<file path="config.mk">
export PLATFORM = sky130hd
export DESIGN_NAME = ps2_num_entry
export DESIGN_NICKNAME = d
export VERILOG_FILES = /design/src/rtl/ps2_pkg.sv /design/src/rtl/ps2_frame_rx.sv /design/src/rtl/ps2_num_entry.sv
export SDC_FILE = /design/constraint.sdc
export NUM_CORES = 1
export LEC_CHECK = 0
export ABC_AREA = 1
export CAP_MARGIN = 30
export CORE_ASPECT_RATIO = 0.7
export CORE_MARGIN = 3
export CORE_UTILIZATION = 45
export DETAILED_ROUTE_END_ITERATION = 7
export PLACE_DENSITY = 0.61
export SLEW_MARGIN = 20
export SYNTH_ARGS = -nofsm -noshare
export SYNTH_HDL_FRONTEND = slang
export SYNTH_HIERARCHICAL = 1
export SYNTH_SLANG_ARGS = --single-unit
</file>
<file path="constraint.sdc">
create_clock -name clk -period 3.7 [get_ports clk]
set_input_delay 0.37 -clock clk [delete_from_list [all_inputs] [get_ports clk]]
set_output_delay 0.37 -clock clk [all_outputs]
set_load 0.1 [all_outputs]
</file>
<file path="src/rtl/ps2_pkg.sv">
// Shared scan codes, operator encoding and receiver state type for the PS/2 number entry block.
package ps2_pkg;

    localparam logic [7:0] SC_BRK    = 8'hF0;
    localparam logic [7:0] SC_EXT    = 8'hE0;
    localparam logic [7:0] SC_ENTER  = 8'h5A;
    localparam logic [7:0] SC_BKSP   = 8'h66;
    localparam logic [7:0] SC_ADD_KP = 8'h79;
    localparam logic [7:0] SC_ADD    = 8'h15;
    localparam logic [7:0] SC_SUB_KP = 8'h7B;
    localparam logic [7:0] SC_SUB    = 8'h1D;
    localparam logic [7:0] SC_MUL_KP = 8'h7C;
    localparam logic [7:0] SC_MUL    = 8'h22;
    localparam logic [7:0] SC_DIV    = 8'h4A;

    typedef enum logic [3:0] {
        OpAdd = 4'd0,
        OpSub = 4'd1,
        OpMul = 4'd2,
        OpDiv = 4'd3
    } op_code_e;

    typedef enum logic [1:0] {
        IDLE,
        RX,
        CHECK
    } rx_state_e;

    // Returns {is_digit, value} for the keypad digit scan codes.
    function automatic logic [4:0] digit_of(input logic [7:0] code);
        case (code)
            8'h70:   digit_of = 5'h10;
            8'h69:   digit_of = 5'h11;
            8'h72:   digit_of = 5'h12;
            8'h7A:   digit_of = 5'h13;
            8'h6B:   digit_of = 5'h14;
            8'h73:   digit_of = 5'h15;
            8'h74:   digit_of = 5'h16;
            8'h6C:   digit_of = 5'h17;
            8'h75:   digit_of = 5'h18;
            8'h7D:   digit_of = 5'h19;
            default: digit_of = 5'h00;
        endcase
    endfunction

endpackage

</file>
<file path="src/rtl/ps2_frame_rx.sv">
// PS/2 frame receiver: input synchroniser, start/data/parity/stop capture and partial-frame
// timeout. Emits one code_valid cycle per good frame and an err_parity pulse per bad one.
module ps2_frame_rx
    import ps2_pkg::*;
#(
    parameter int unsigned TIMEOUT_CYC = 50000
) (
    input  logic       clk,
    input  logic       rst,
    input  logic       ps2_clk,
    input  logic       ps2_data,
    output logic [7:0] code,
    output logic       code_valid,
    output logic       err_parity
);

    localparam int unsigned TW = $clog2(TIMEOUT_CYC + 1);

    rx_state_e   state_q, state_d;
    logic [2:0]  clk_sync_q, clk_sync_d;  // [0],[1] synchroniser, [2] previous sample
    logic [1:0]  dat_sync_q, dat_sync_d;
    logic [3:0]  bit_cnt_q, bit_cnt_d;
    logic [9:0]  shift_q, shift_d;
    logic [TW-1:0] tmo_q, tmo_d;
    logic [7:0]  code_q, code_d;
    logic        code_valid_q, code_valid_d;
    logic        err_q, err_d;
    logic        fall;
    logic        data;

    assign fall = clk_sync_q[2] & ~clk_sync_q[1];
    assign data = dat_sync_q[1];

    always_comb begin
        clk_sync_d   = {clk_sync_q[1:0], ps2_clk};
        dat_sync_d   = {dat_sync_q[0], ps2_data};
        state_d      = state_q;
        bit_cnt_d    = bit_cnt_q;
        shift_d      = shift_q;
        code_d       = code_q;
        code_valid_d = 1'b0;
        err_d        = 1'b0;
        if (fall) begin
            tmo_d = '0;
        end else if (tmo_q != TW'(TIMEOUT_CYC)) begin
            tmo_d = tmo_q + 1'b1;
        end else begin
            tmo_d = tmo_q;
        end
        case (state_q)
            IDLE: begin
                if (fall && !data) begin
                    state_d   = RX;
                    bit_cnt_d = '0;
                end
            end
            RX: begin
                if (fall) begin
                    shift_d = {data, shift_q[9:1]};
                    if (bit_cnt_q == 4'd9) begin
                        state_d = CHECK;
                    end else begin
                        bit_cnt_d = bit_cnt_q + 4'd1;
                    end
                end else if (tmo_q == TW'(TIMEOUT_CYC)) begin
                    state_d = IDLE;
                end
            end
            CHECK: begin
                state_d = IDLE;
                // Data plus parity must hold an odd number of ones, stop bit high.
                if ((^shift_q[8:0]) && shift_q[9]) begin
                    code_valid_d = 1'b1;
                    code_d       = shift_q[7:0];
                end else begin
                    err_d = 1'b1;
                end
            end
            default: state_d = IDLE;
        endcase
    end

    always_ff @(posedge clk) begin
        if (rst) begin
            state_q      <= IDLE;
            clk_sync_q   <= 3'b111;
            dat_sync_q   <= 2'b11;
            bit_cnt_q    <= '0;
            shift_q      <= '0;
            tmo_q        <= '0;
            code_q       <= '0;
            code_valid_q <= 1'b0;
            err_q        <= 1'b0;
        end else begin
            state_q      <= state_d;
            clk_sync_q   <= clk_sync_d;
            dat_sync_q   <= dat_sync_d;
            bit_cnt_q    <= bit_cnt_d;
            shift_q      <= shift_d;
            tmo_q        <= tmo_d;
            code_q       <= code_d;
            code_valid_q <= code_valid_d;
            err_q        <= err_d;
        end
    end

    assign code       = code_q;
    assign code_valid = code_valid_q;
    assign err_parity = err_q;

endmodule

</file>
<file path="src/rtl/ps2_num_entry.sv">
// PS/2 keypad number entry: BCD digit accumulation, BCD-to-binary on Enter, round-robin operand
// slots with valid/ready output and operator pulses. Backspace key enabled by PS2_BACKSPACE_EN.
module ps2_num_entry
    import ps2_pkg::*;
#(
    parameter int unsigned DIGITS      = 4,
    parameter int unsigned NUM_SLOTS   = 3,
    parameter int unsigned VAL_W       = 16,
    parameter int unsigned TIMEOUT_CYC = 50000,
    localparam int unsigned SW = (NUM_SLOTS > 1) ? $clog2(NUM_SLOTS) : 1
) (
    input  logic             clk,
    input  logic             rst,
    input  logic             ps2_clk,
    input  logic             ps2_data,
    input  logic             clear,
    output logic             out_valid,
    input  logic             out_ready,
    output logic [VAL_W-1:0] out_value,
    output logic [SW-1:0]    out_slot,
    output logic             op_valid,
    output logic [3:0]       op_code,
    output logic [3:0]       digit_cnt,
    output logic             err_parity,
    output logic             overrun
);

    localparam int unsigned BW = 4 * DIGITS;

    logic [7:0] rx_code;
    logic       rx_valid;
    logic [4:0] dig;

    logic             brk_q, brk_d, ext_q, ext_d;
    logic [BW-1:0]    bcd_q, bcd_d;
    logic [3:0]       cnt_q, cnt_d;
    logic [SW-1:0]    slot_q, slot_d;
    logic             conv_q, conv_d;
    logic [3:0]       conv_idx_q, conv_idx_d;
    logic [VAL_W-1:0] acc_q, acc_d;
    logic             out_valid_q, out_valid_d;
    logic [VAL_W-1:0] out_value_q, out_value_d;
    logic [SW-1:0]    out_slot_q, out_slot_d;
    logic             op_valid_q, op_valid_d;
    op_code_e         op_code_q, op_code_d;
    logic             overrun_q, overrun_d;

    ps2_frame_rx #(
        .TIMEOUT_CYC(TIMEOUT_CYC)
    ) u_rx (
        .clk       (clk),
        .rst       (rst),
        .ps2_clk   (ps2_clk),
        .ps2_data  (ps2_data),
        .code      (rx_code),
        .code_valid(rx_valid),
        .err_parity(err_parity)
    );

    assign dig = digit_of(rx_code);

    always_comb begin
        brk_d       = brk_q;
        ext_d       = ext_q;
        bcd_d       = bcd_q;
        cnt_d       = cnt_q;
        slot_d      = slot_q;
        conv_d      = conv_q;
        conv_idx_d  = conv_idx_q;
        acc_d       = acc_q;
        out_valid_d = out_valid_q;
        out_value_d = out_value_q;
        out_slot_d  = out_slot_q;
        op_valid_d  = 1'b0;
        op_code_d   = op_code_q;
        overrun_d   = 1'b0;

        if (out_valid_q && out_ready) begin
            out_valid_d = 1'b0;
            slot_d = (slot_q == SW'(NUM_SLOTS - 1)) ? '0 : slot_q + 1'b1;
        end

        if (conv_q) begin
            // Most significant digit sits at nibble cnt-1; walk down to nibble 0.
            acc_d = acc_q * VAL_W'(10) + VAL_W'(4'(bcd_q >> {conv_idx_q, 2'b00}));
            if (conv_idx_q == 4'd0) begin
                conv_d      = 1'b0;
                out_valid_d = 1'b1;
                out_value_d = acc_d;
                out_slot_d  = slot_q;
                bcd_d       = '0;
                cnt_d       = '0;
            end else begin
                conv_idx_d = conv_idx_q - 4'd1;
            end
        end else if (rx_valid) begin
            if (rx_code == SC_EXT) begin
                ext_d = 1'b1;
            end else if (rx_code == SC_BRK) begin
                brk_d = 1'b1;
            end else begin
                brk_d = 1'b0;
                ext_d = 1'b0;
                if (!brk_q) begin
                    case (rx_code)
                        SC_ENTER: begin
                            if (cnt_q != 4'd0) begin
                                if (out_valid_q) begin
                                    overrun_d = 1'b1;
                                end else begin
                                    conv_d     = 1'b1;
                                    conv_idx_d = cnt_q - 4'd1;
                                    acc_d      = '0;
                                end
                            end
                        end
                        SC_ADD_KP, SC_ADD: begin
                            op_valid_d = 1'b1;
                            op_code_d  = OpAdd;
                        end
                        SC_SUB_KP, SC_SUB: begin
                            op_valid_d = 1'b1;
                            op_code_d  = OpSub;
                        end
                        SC_MUL_KP, SC_MUL: begin
                            op_valid_d = 1'b1;
                            op_code_d  = OpMul;
                        end
                        SC_DIV: begin
                            if (ext_q) begin
                                op_valid_d = 1'b1;
                                op_code_d  = OpDiv;
                            end
                        end
`ifdef PS2_BACKSPACE_EN
                        SC_BKSP: begin
                            if (cnt_q != 4'd0) begin
                                bcd_d = bcd_q >> 4;
                                cnt_d = cnt_q - 4'd1;
                            end
                        end
`endif
                        default: begin
                            if (dig[4] && cnt_q != 4'(DIGITS)) begin
                                bcd_d = (bcd_q << 4) | BW'(dig[3:0]);
                                cnt_d = cnt_q + 4'd1;
                            end
                        end
                    endcase
                end
            end
        end

        // A pending operand survives clear; only the entry state and pointer are flushed.
        if (clear) begin
            bcd_d  = '0;
            cnt_d  = '0;
            brk_d  = 1'b0;
            ext_d  = 1'b0;
            slot_d = '0;
            conv_d = 1'b0;
        end
    end

    always_ff @(posedge clk) begin
        if (rst) begin
            brk_q       <= 1'b0;
            ext_q       <= 1'b0;
            bcd_q       <= '0;
            cnt_q       <= '0;
            slot_q      <= '0;
            conv_q      <= 1'b0;
            conv_idx_q  <= '0;
            acc_q       <= '0;
            out_valid_q <= 1'b0;
            out_value_q <= '0;
            out_slot_q  <= '0;
            op_valid_q  <= 1'b0;
            op_code_q   <= OpAdd;
            overrun_q   <= 1'b0;
        end else begin
            brk_q       <= brk_d;
            ext_q       <= ext_d;
            bcd_q       <= bcd_d;
            cnt_q       <= cnt_d;
            slot_q      <= slot_d;
            conv_q      <= conv_d;
            conv_idx_q  <= conv_idx_d;
            acc_q       <= acc_d;
            out_valid_q <= out_valid_d;
            out_value_q <= out_value_d;
            out_slot_q  <= out_slot_d;
            op_valid_q  <= op_valid_d;
            op_code_q   <= op_code_d;
            overrun_q   <= overrun_d;
        end
    end

    assign out_valid = out_valid_q;
    assign out_value = out_value_q;
    assign out_slot  = out_slot_q;
    assign op_valid  = op_valid_q;
    assign op_code   = op_code_q;
    assign digit_cnt = cnt_q;
    assign overrun   = overrun_q;

endmodule
</file>
* Word-level counts from Yosys, hierarchy flattened *
Cells that the tools add are included.

operators by class
  add/subtract/negate cells = 7
  multipliers = 1
  divide/modulo/power cells = 0
  magnitude comparators = 0
  equality and inequality tests = 41
  shift-type cells = 1
  multiplexer cells = 66
  bitwise operators = 11
  reduce and logical (&&, ||, !) cells = 36

operators by type and width
  kind                     number
  $mux W16                 16
  $eq A8 B7 Y1 const B     15
  $mux W4                  21
  $pmux W5 S10             1
  $reduce_and A7 Y1        3
  $mux W1                  19
  $add A16 B1 Y16 const B  1
  $add A16 B4 Y16          1
  $eq A16 B16 Y1 const B   1
  $eq A8 B5 Y1 const B     2
  $eq A8 B8 Y1 const B     2
  $mul A16 B3 Y15 const B  1
  $ne A16 B16 Y1 const B   1
  $or A16 B4 Y16           1
  $pmux W4 S4              1
  $reduce_or A8 Y1         2
  $shr A16 B6 Y4           1
  $ne A2 B2 Y1 const B     7
  $reduce_or A2 Y1         6
  $reduce_or A6 Y1         2
  $mux W2                  5
  $ne A2 B1 Y1 const B     5
  $reduce_bool A2 Y1       5
  $not A1 Y1               9
  other kinds (24)         35

word-level totals
  register bits = 117
  latch bits = 0
  memory bits (writable) = 0
  ROM bits = 0
  input port bits = 6
  memories kept = 0

* Logic depth before layout (Yosys ltp) *
Gate-level depths: netlist (run 1).

  depth after elaboration = 10
  depth in mapped cells = 22

* Modules after synthesis *
Netlist (run 1), hierarchy kept.

modules (own cells, without submodules)
  module         times used  cells an instance  area an instance (um2)  seq. area each (um2)
  ps2_num_entry  1           670                4478.0                  1341.3
  ps2_frame_rx   1           311                2203.4                  940.9

* Worst setup path after synthesis (run 1) *
Ideal clock, no wire load.

  path kind = reg2reg
  from = reg conv_idx_q[0]
  to = reg out_value_q[15] (netlist: out_value[15])
  data arrival time = 2.669 ns
  data required time = 3.591 ns
  setup slack = 0.922 ns
  cell stages (with the launch flop) = 23
  buffers on the path = 1
  clock period less this slack = 2.778 ns
  cells stage by stage = dfxtp_1 > clkbuf_1 > inv_1 > a21oi_1 > o21ai_0 > a21oi_1 > ha_1 > inv_1 > fa_1 > inv_1 > nand3_1 > nand2_1 > nand2_1 > nor2_4 > nand2_1 > nor2_1 > nand3_1 > nor2_2 > nand3_1 > nand2_1 > nand3_1 > nand2_1 > inv_1

on the way
  word-level cells in the longest chain between the ends = 2
  elaborated cells on any way between the ends = 4
  classes of those cells = add/sub: 1; shift: 1; reduce/logical: 2

RTL lines
  what                                                         line                                      text
  start: declaration                                           ps2_num_entry.sv:39                       logic [3:0] conv_idx_q, conv_idx_d;
  start signal: assignment                                     ps2_num_entry.sv:188                      conv_idx_q <= conv_idx_d;
  $shr A16 B6 Y4 / $logic_not A4 Y1 (equally long branches)    ps2_num_entry.sv:85, ps2_num_entry.sv:86
  $add A16 B4 Y16 / $reduce_and A2 Y1 (equally long branches)  -
  end signal: assignment                                       ps2_num_entry.sv:191                      out_value_q <= out_value_d;
  end: declaration                                             ps2_num_entry.sv:42                       logic [VAL_W-1:0] out_value_q, out_value_d;

Several ways; a longest one is shown, not always the timed one.
A chain may end at the register's enable or synchronous reset.

* Worst setup path in the final report (run 1) *
Ends and elaborated chain as after synthesis.

==> summary.txt, run 1 <==
Run status
  – Status: finished clean

Placement
  – Placed insts: 1183
  – Port-buffer cells: 33
  – HPWL after DPL: 11350 um
  – Routability Congestion: 0.8580

Die
  – Initial core utilization: 0.4694
  – Row cnt: 36
  – Ports: 36
  – Core area: 14230 um^2
  – Die Wd: 151.6 um
  – Area of the die: 16370 um^2
  – Die height: 107.9 um

Clock network
  – CTS tree: yes
  – Clock tree buffer depth: 2
  – Setup Buffers After CTS: 0
  – Resized cells post-CTS: 0
  – Clock sinks: 114
  – Num CTS Buffers: 17
  – Clock root buffer: clkbuf_16
  – CTS H-tree lvls: 4
  – Skew-Pair Late Insertion Delay: 0.41 ns
  – Cts hold-fix bufs: 0
  – Reg clk slew, reported paths: 0.06 ns

Route
  – Vias after detailed routing: 5981
  – Starting DRT DRC Count: 427
  – DR WL/cell: 12.74 um
  – DRC: 0
  – Antenna-violating nets left: 0
  – Drt pass-1 iters: 5
  – Vias/cell: 4.931
  – Routed wire length: 15450 um

Global route
  – Initial antenna violation count: 0
  – Overflow after GRT: 0
  – Largest net degree at the start of global routing: 40
  – Vias in the first global route: 5374
  – All-Layer GR Usage: 0.1987
  – First-pass GRT wire length: 26330 um

Yosys
  – Cells after Synth: 981
  – Synthesized area per cell: 6.811 um^2
  – Synth async-reset ratio: 0
  – Primary FF master, synth: dfxtp_1
  – Cell variety after synth: 46
  – Register area share after synthesis: 0.3416
  – Mapped Area: 6681 um^2
  – Yosys reg bits: 114
  – Synth warn: 6
  – EDFF count, synth: 0

Critical path
  – CP required: 4.01 ns
  – CP max stage delay: 0.49 ns
  – Crit path top cell by count: nand2_1
  – Cell family with most CP delay: simple AND/OR/NAND/NOR gates
  – Worst endpoint data arrival time: 3.45 ns
  – CP max-delay cell: dfxtp_1
  – CP Class: flip-flop to flip-flop
  – Worst Path Buf+Inv: 4
  – CP Launch Type: flip-flop
  – Worst Setup End Kind: flip-flop
  – Crit-path cells: inv_1 > a21oi_1 > o21ai_0 > a21oi_1 > ha_1 > inv_1 > fa_1 > inv_1 > nand3_1 > nand2_1 > nand2_1 > nor2_4 > nand2_1 > nor2_1 > nand3_1 > nor2_2 > nand3_1 > nand2_1 > nand3_1 > nand2_1 > inv_1
  – Crit-path max FO: 11

STA
  – Final period util: 0.8495
  – Fin crit period: 3.143 ns
  – RSZ-0062 raised after global routing: no
  – Fin Hold WS: 0.4078 ns
  – Aggregate negative setup slack: 0 ns
  – Fin. max-slew vios: 0
  – Worst Max-Slew Pin Slew: 1.009 ns
  – Hold Vio Cnt, Final: 0
  – Clock Skew: 0.01021 ns
  – Final setup viols: 0
  – Slew headroom: 0.3250
  – Fmax: 0.3182 GHz

Pwr
  – Pleak: 3.325 nW
  – PwrDens: 385.5 nW/um^2
  – Worst VDD drop: 0.0003187 V

Finish
  – N_diodes: 0
  – Area growth syn-to-layout: 15.49%
  – FILL cells: 1433
  – Final Non-Filler Cells: 1213
  – Share of layout cells above drive strength 1: 0.1134
  – Nets: 1053

Hold path
  – Hold crit path type: flip-flop to flip-flop

Run
  – Max cap viols: 0
==> synthesized netlist by cell type (10+ instances only) <==
| cell type | n | share of area |
|---|---|---|
| a21oi_1 | 80 | 0.060 |
| o21ai_0 | 42 | 0.031 |
| nand2_2 | 14 | 0.013 |
| nand4_1 | 18 | 0.017 |
| dfxtp_1 | 114 | 0.34 |
| clkbuf_1 | 13 | 0.0073 |
| nand2_1 | 242 | 0.14 |
| inv_1 | 116 | 0.065 |
| nor2_1 | 121 | 0.068 |
| a21oi_2 | 11 | 0.014 |
| ha_1 | 33 | 0.062 |
| nand3_1 | 55 | 0.041 |
| nor3_1 | 10 | 0.0075 |
| nor2_2 | 12 | 0.011 |
==> state kept, by name, summed over array words and instances (netlist names), 3 cells and up <==
register	flops
u_rx/clk_sync_q	3
u_rx/bit_cnt_q	4
acc_q	15
digit_cnt	4
u_rx/code	8
u_rx/shift_q	10
conv_idx_q	4
bcd_q	16
u_rx/tmo_q	16
out_value	16
==> final timing paths <==
| kind | startpoint | to | slack, ns | cells after the start |
|---|---|---|---|---|
| worst min register to register | u_rx/clk_sync_q[0] | u_rx/clk_sync_q[1] | 0.41 | 1 |
| worst min-delay path | u_rx/clk_sync_q[0] | u_rx/clk_sync_q[1] | 0.41 | 1 |
| worst max register to register | conv_idx_q[0] | out_value[15] | 0.56 | 21 |
| worst max-delay path | conv_idx_q[0] | out_value[15] | 0.56 | 21 |
==> routing by layer <==
metal / up-vias / share of wire / track usage / wire length (um)
met4: 0 / 0.0048 / 0.03974 / 74
met1: 2641 / 0.58 / 0.3210 / 8935
met5: - / 0 / 0 / 0
li1: 3214 / - / - / -
met2: 117 / 0.37 / 0.2627 / 5728
met3: 9 / 0.046 / 0.04650 / 715
==> where the power goes <==
group	switching (mW)	leakage (nW)	total (mW)	internal, mW
Sequential	0.0124	0.920	1.25	1.24
Clock	0.561	0.291	1.62	1.06
Combinational	0.0712	2.12	0.102	0.0304
Total	0.644	3.33	2.97	2.33
==> worst reg2reg max path, cell delays in order, from the launching register on <==
cell     delay (ns)
dfxtp_1        0.49
inv_1          0.21
a21oi_1        0.15
o21ai_0        0.10
a21oi_1        0.14
ha_1           0.21
inv_1          0.06
fa_1           0.41
inv_1          0.07
nand3_1        0.06
nand2_1        0.11
nand2_1        0.10
nor2_4         0.12
nand2_1        0.06
nor2_1         0.09
nand3_1        0.15
nor2_2         0.18
nand3_1        0.10
nand2_1        0.08
nand3_1        0.06
nand2_1        0.07
inv_1          0.03
==> cell families after synthesis <==
family | synth area share
compound gates | 0.1361
simple gates | 0.3404
flops | 0.3416
buf+inv | 0.09120
xor+xnor | 0.02229
other cells | 0.0005613
fa+ha+maj | 0.06779
==> final cells by class <==
| type | count | area [um^2] | area share |
|---|---|---|---|
| Clock buffer | 18 | 439.2 | 0.05692 |
| Sequential cell | 114 | 2282 | 0.2958 |
| Multi-Input combinational cell | 717 | 3794 | 0.4916 |
| Clock inverter | 12 | 141.4 | 0.01832 |
| Inverter | 127 | 476.7 | 0.06178 |
| Tap cell | 190 | 237.7 | 0.03081 |
| Timing Repair Buffer | 35 | 345.3 | 0.04475 |
==> per-stage QoR <==
step,utilization,power [mW],area (um^2),worst slack (ns)
after floorplan,-,1.355,6685,0.9219
after global placement,0.5013,1.380,7136,0.7357
after detailed placement,0.5013,1.381,7136,0.6048
after CTS,0.5421,3.014,7716,0.5969
after global routing,0.5421,3.096,7716,0.1983
final,0.5421,2.975,7716,0.5570
==> layout by cell type, fill, tap and decap left out, types with 2 or more instances in the layout <==
cell type and n:
nor2_1 121, nor2_2 12, xor2_1 8, o21ai_0 42, a211oi_1 3, xnor2_1 9, a31oi_1 3, o21ai_2 9
nand3_2 6, a21oi_1 80, ha_1 33, inv_2 9, clkinv_2 7, fa_1 2, clkinv_1 2, nor2_4 3
nand2_1 242, nor3_4 2, buf_4 2, o21ai_1 3, inv_1 116, nand3_1 55, conb_1 2, clkbuf_16 17
or2_2 9, clkdlybuf4s50_1 33, bufinv_16 3, o21a_1 2, nand4_1 18, a21oi_2 11, dfxtp_1 114, o21bai_1 3
nand2_2 14, nand2_4 2, nor3_1 10, nor3_2 4
No activity file was read; power rests on OpenSTA's default activity.
==> inputs of run 2 (changes only) <==
==> constraint.sdc (replaced) <==
create_clock -name clk -period 2.92 [get_ports clk]
set_input_delay 0.292 -clock clk [delete_from_list [all_inputs] [get_ports clk]]
set_output_delay 0.292 -clock clk [all_outputs]
set_load 0.1 [all_outputs]
==> run 2 against run 1 <==
Effect of this change: register-to-register slack worse by 0.43 ns; maximum frequency is 12% higher; via count is 0.65% higher; clock skew is 0.00078 ns lower; count of clock-buffer cells in the layout is 5 higher; final cell count is 0.91% higher; combinational power is 27% higher; core utilization is 0.61 points higher; design area is 1.1% higher; setup slack worse by 0.43 ns; sequential cell count stayed put; sequential power is 27% higher; largest power group unchanged.
==> summary.txt, run 2 (synthesized netlist as in run 1, its figures left out) <==
Global route
  – Initial antenna violation count: 0
  – Largest net degree at the start of global routing: 36
  – First-pass GRT wire length: 26430 um
  – Vias in the first global route: 5285
  – All-Layer GR Usage: 0.2020
  – Overflow after GRT: 0

Clock network
  – Clock sinks: 114
  – Num CTS Buffers: 17
  – Skew-Pair Late Insertion Delay: 0.41 ns
  – Clock tree buffer depth: 2
  – Cts hold-fix bufs: 0
  – CTS H-tree lvls: 4
  – Clock root buffer: clkbuf_16
  – Reg clk slew, reported paths: 0.05 ns
  – CTS tree: yes

Route
  – Vias after detailed routing: 6020
  – Routed wire length: 15460 um
  – DRC: 0
  – Vias/cell: 4.918
  – DR WL/cell: 12.63 um
  – Antenna-violating nets left: 0
  – Drt pass-1 iters: 5
  – Starting DRT DRC Count: 365

Critical path
  – Worst Path Buf+Inv: 4
  – Crit-path cells: buf_4 > a21oi_1 > o21ai_1 > a21oi_2 > ha_2 > inv_1 > fa_2 > inv_1 > nand3_1 > nand2_2 > nand2_2 > nor2_4 > nand2_1 > nor2_2 > nand3_2 > buf_4 > xor2_1 > nand2_1 > a21oi_1
  – CP max-delay cell: fa_2
  – CP required: 3.26 ns
  – Worst Setup End Kind: flip-flop
  – CP Launch Type: flip-flop
  – CP Class: flip-flop to flip-flop
  – CP max stage delay: 0.39 ns
  – Worst endpoint data arrival time: 3.14 ns
  – Cell family with most CP delay: simple AND/OR/NAND/NOR gates
  – Crit-path max FO: 5

Pwr
  – PwrDens: 479.4 nW/um^2
  – Worst VDD drop: 0.0003608 V
  – Tot Pwr: 3.741 mW
  – Pleak: 3.439 nW

Die
  – Core area: 14230 um^2
  – Row cnt: 36
  – Die height: 107.9 um
  – Area of the die: 16370 um^2
  – Initial core utilization: 0.4694
  – Die Wd: 151.6 um
  – Ports: 36

Finish
  – Nets: 1066
  – N_diodes: 0
  – Most frequent cells in the layout: nand2_1, nor2_1, inv_1, dfxtp_1, a21oi_1
  – Design area: 7802 um^2
  – Area growth syn-to-layout: 16.78%
  – Most common cell after layout, fill and taps aside: nand2_1
  – Share of layout cells above drive strength 1: 0.1634
  – FILL cells: 1420

STA
  – Worst Max-Slew Pin Slew: 0.6562 ns
  – Aggregate negative setup slack: 0 ns
  – Final setup viols: 0
  – Final period util: 0.9568
  – Clock Skew: 0.009424 ns
  – Hold Vio Cnt, Final: 0
  – Slew headroom: 0.5621
  – Fin crit period: 2.794 ns
  – RSZ-0062 raised after global routing: yes
  – Fmax: 0.3579 GHz
  – Fin. max-slew vios: 0

Placement
  – HPWL after DPL: 11310 um
  – Port-buffer cells: 33
  – Dpl cell area: 7126 um^2
  – Routability Congestion: 0.8320

Run
  – Max cap viols: 0

Run status
  – Status: finished clean

Hold path
  – Hold crit path type: flip-flop to flip-flop
[run 2: cell types whose count changed in the layout (fill, tap and decap cells not counted), moves of 3 or more]
cell,before,now
buf_4,2,43
clkbuf_8,1,5
clkdlybuf4s50_1,33,5
clkinv_2,7,2
nor2_4,3,6
o21ai_0,42,39
[run 2: worst paths after layout]
check                          start            endpoint  slack (ns)  depth (start not counted)
hold reg to reg   u_rx/clk_sync_q[0]  u_rx/clk_sync_q[1]        0.41                          1
setup / recovery       conv_idx_q[1]       out_value[11]        0.13                         19
hold / removal    u_rx/clk_sync_q[0]  u_rx/clk_sync_q[1]        0.41                          1
setup reg to reg       conv_idx_q[1]       out_value[11]        0.13                         19
[run 2: what timing repair did]
item / CTS / global route
setup buffers: 0 / 5
gates resized for setup: 2 / 22
endpoints found under the setup margin: 1 / 11
pin swaps: 0 / 7
[run 2: metrics by stage]
step,setup WS [ns],hold WS (ns),std cells,utilization
floorplan,0.1419,0.3611,982,-
global route,-0.08333,0.4162,1224,0.5482
detailed placement,0.001178,0.3941,1191,0.5006
finish,0.1261,0.4074,1224,0.5482
CTS,0.04432,0.4100,1219,0.5412
global placement,0.1008,0.3905,1191,0.5006
[run 2: routing by layer]
layer,global-route usage,share of wire
met5,0,0
met3,0.03729,0.047
met2,0.2630,0.37
met4,0.06923,0.013
met1,0.3244,0.57
[run 2: power by group]
part	switching [mW]	internal, mW
Clock	0.678	1.34
Combinational	0.0901	0.0403
Sequential	0.0160	1.57
[run 2: layout make-up]
type                            instances  area (um^2)  area share
Inverter                              127        476.7     0.06110
Timing Repair Buffer                   48        372.9     0.04779
Sequential cell                       114         2290      0.2935
Multi-Input combinational cell        717         3850      0.4934
Tap cell                              190        237.7     0.03047
Clock inverter                          5        77.57    0.009942
Clock buffer                           23        498.0     0.06382
==> inputs of run 3 (changes only) <==
--- a/config.mk
+++ b/config.mk
@@ -6,12 +6,12 @@
 export NUM_CORES = 1
 export LEC_CHECK = 0
 export ABC_AREA = 1
-export CAP_MARGIN = 30
+export CAP_MARGIN = 15
 export CORE_ASPECT_RATIO = 0.7
 export CORE_MARGIN = 3
 export CORE_UTILIZATION = 45
 export DETAILED_ROUTE_END_ITERATION = 7
-export PLACE_DENSITY = 0.61
+export PLACE_DENSITY = 0.64
 export SLEW_MARGIN = 20
 export SYNTH_ARGS = -nofsm -noshare
 export SYNTH_HDL_FRONTEND = slang
==> constraint.sdc (replaced) <==
create_clock -name clk -period 2.4 [get_ports clk]
set_input_delay 0.24 -clock clk [delete_from_list [all_inputs] [get_ports clk]]
set_output_delay 0.24 -clock clk [all_outputs]
set_load 0.1 [all_outputs]
==> run 3 against run 2 <==
Effect of this change: the flow now finishes with violations (negative setup slack); non-clock buffer count up 50; largest power group unchanged; power up 20%; worst hold slack worse by 0.10 ns.
==> summary.txt, run 3 (synthesized netlist as in run 1, its figures left out) <==
Die
  – Die Wd: 151.6 um
  – Ports: 36
  – Initial core utilization: 0.4694
  – Row cnt: 36
  – Area of the die: 16370 um^2
  – Core area: 14230 um^2
  – Die height: 107.9 um

Clock network
  – Cts hold-fix bufs: 0
  – Reg clk slew, reported paths: 0.05 ns
  – Num CTS Buffers: 17
  – Clock root buffer: clkbuf_16
  – Clock tree buffer depth: 2
  – Clock sinks: 114
  – CTS tree: yes
  – CTS H-tree lvls: 4
  – Skew-Pair Late Insertion Delay: 0.41 ns

STA
  – Worst Max-Slew Pin Slew: 0.6114 ns
  – Fmax: 0.3896 GHz
  – Hold Vio Cnt, Final: 0
  – Fin. max-slew vios: 0
  – Final setup viols: 15
  – Final WS setup: -0.1667 ns
  – Clock Skew: 0.008315 ns
  – Final period util: 1.069
  – RSZ-0062 raised after global routing: yes
  – Fin crit period: 2.567 ns
  – Fin Hold WS: 0.3048 ns
  – Slew headroom: 0.5920

Finish
  – Area of the multi-input gates: 4014 um^2
  – Reg area: 2292 um^2
  – Most frequent cells in the layout: nand2_1, nor2_1, inv_1, dfxtp_1, buf_4
  – Most common cell after layout, fill and taps aside: nand2_1
  – Nets: 1116
  – FILL cells: 1369
  – Share of layout cells above drive strength 1: 0.2346
  – Area growth syn-to-layout: 24.64%
  – N_diodes: 0
  – Design area: 8328 um^2

Critical path
  – R2r worst-path depth: 19
  – CP max-delay cell: dfxtp_4
  – Critical R2R Capture: acc_q[11]
  – CP Class: flip-flop to flip-flop
  – CP Launch Type: flip-flop
  – R2R setup slack: -0.17 ns
  – CP required: 2.67 ns
  – Crit-path max FO: 6
  – Worst endpoint data arrival time: 2.84 ns
  – CP max stage delay: 0.39 ns
  – Reg-to-Reg Start: conv_idx_q[0]
  – Crit-path cells: inv_6 > a21oi_2 > o21ai_1 > a21oi_1 > ha_2 > inv_2 > fa_2 > inv_2 > nand3_2 > nand2_2 > nand2_2 > nor2_4 > nand2_1 > nor2_1 > nand3_2 > buf_4 > xor2_2 > nand2_1 > a21oi_1
  – Worst Setup End Kind: flip-flop

Global route
  – Vias in the first global route: 5592
  – First-pass GRT wire length: 27310 um
  – All-Layer GR Usage: 0.2077
  – Overflow after GRT: 0
  – Largest net degree at the start of global routing: 29
  – Initial antenna violation count: 0

Run status
  – Status: complete, but fails checks
  – Violated checks: negative setup slack

Placement
  – Dpl cell area: 7510 um^2
  – Port-buffer cells: 33
  – Pre-CTS WS: -0.1959 ns
  – Routability Congestion: 0.8393
  – HPWL after DPL: 11840 um

Route
  – Starting DRT DRC Count: 435
  – Antenna-violating nets left: 0
  – Routed wire length: 16490 um
  – Drt pass-1 iters: 5
  – Vias/cell: 4.932
  – Vias after detailed routing: 6298
  – DR WL/cell: 12.91 um
  – DRC: 0

Pwr
  – Pleak: 3.681 nW
  – Worst VDD drop: 0.0004927 V
  – Tot Pwr: 4.504 mW
  – PwrDens: 540.8 nW/um^2

Hold path
  – Min-Delay Endpoint: acc_q[8]
  – Hold crit path type: input pin to flip-flop
  – Min-Delay Path Depth: 2
  – Hold_sp: rst

Run
  – Max cap viols: 0
run 3: cell types whose count changed in the layout (fill, tap and decap cells not counted), sizes merged:
cell and change:
buf +51, clkbuf +2, clkdlybuf4s50 -1, clkinv +2, clkinvlp -1
run 3: how the worst max path moves through the flow:
stage               endpoint           from
6_report           acc_q[11]  conv_idx_q[0]
5_1_grt        out_value[15]  conv_idx_q[0]
4_1_cts        out_value[11]  conv_idx_q[0]
3_5_place_dp       acc_q[14]       acc_q[3]
3_3_place_gp   out_value[15]  conv_idx_q[0]
2_1_floorplan  out_value[15]  conv_idx_q[0]
run 3: through the flow:
step / instances / util / TNS (ns)
detailed placement: 1236 / 0.5276 / -1.916
floorplan: 982 / - / -0.3734
CTS: 1275 / 0.5780 / -1.044
global route: 1277 / 0.5851 / -4.869
finish: 1277 / 0.5851 / -1.603
global placement: 1236 / 0.5276 / -1.268
run 3: cell type report:
class / count / share of cell area
multi-input cells: 717 / 0.4820
flip-flops and latches: 114 / 0.2752
repair buffers: 98 / 0.08969
inverters: 127 / 0.05784
clock buffers: 25 / 0.05709
well taps: 190 / 0.02855
clock inverters: 6 / 0.009615
run 3: critical path, delay by kind of cell, from the launching register on:
family                   cells  cell delay [ns]
adder cells (fa/ha/maj)      2             0.54
buffers and inverters        4             0.31
AO/OA/AOI/OAI                4             0.39
flip-flops                   1             0.39
XOR/XNOR                     1             0.14
AND/OR/NAND/NOR              8             0.63
run 3: what timing repair did:
| item | CTS | global route |
|---|---|---|
| resized for setup | 26 | 25 |
| hold endpoints to repair | 0 | 0 |
| buffers inserted | 9 | 2 |
| gates cloned | 0 | 0 |
| setup endpoints to repair | 17 | 21 |
| pin swaps | 17 | 14 |
run 3: layer usage:
metal / track usage / wire length [um] / up-vias
met5: 0 / 0 / -
met4: 0.04231 / 100 / 0
met3: 0.05907 / 957 / 10
met2: 0.2766 / 6376 / 141
met1: 0.3277 / 9053 / 2808
li1: - / - / 3339
run 3: power breakdown:
group	leakage (nW)	switching, mW	internal [mW]
logic	2.48	0.112	0.0487
clock network	0.275	0.844	1.57
registers	0.923	0.0188	1.91
total	3.68	0.975	3.53
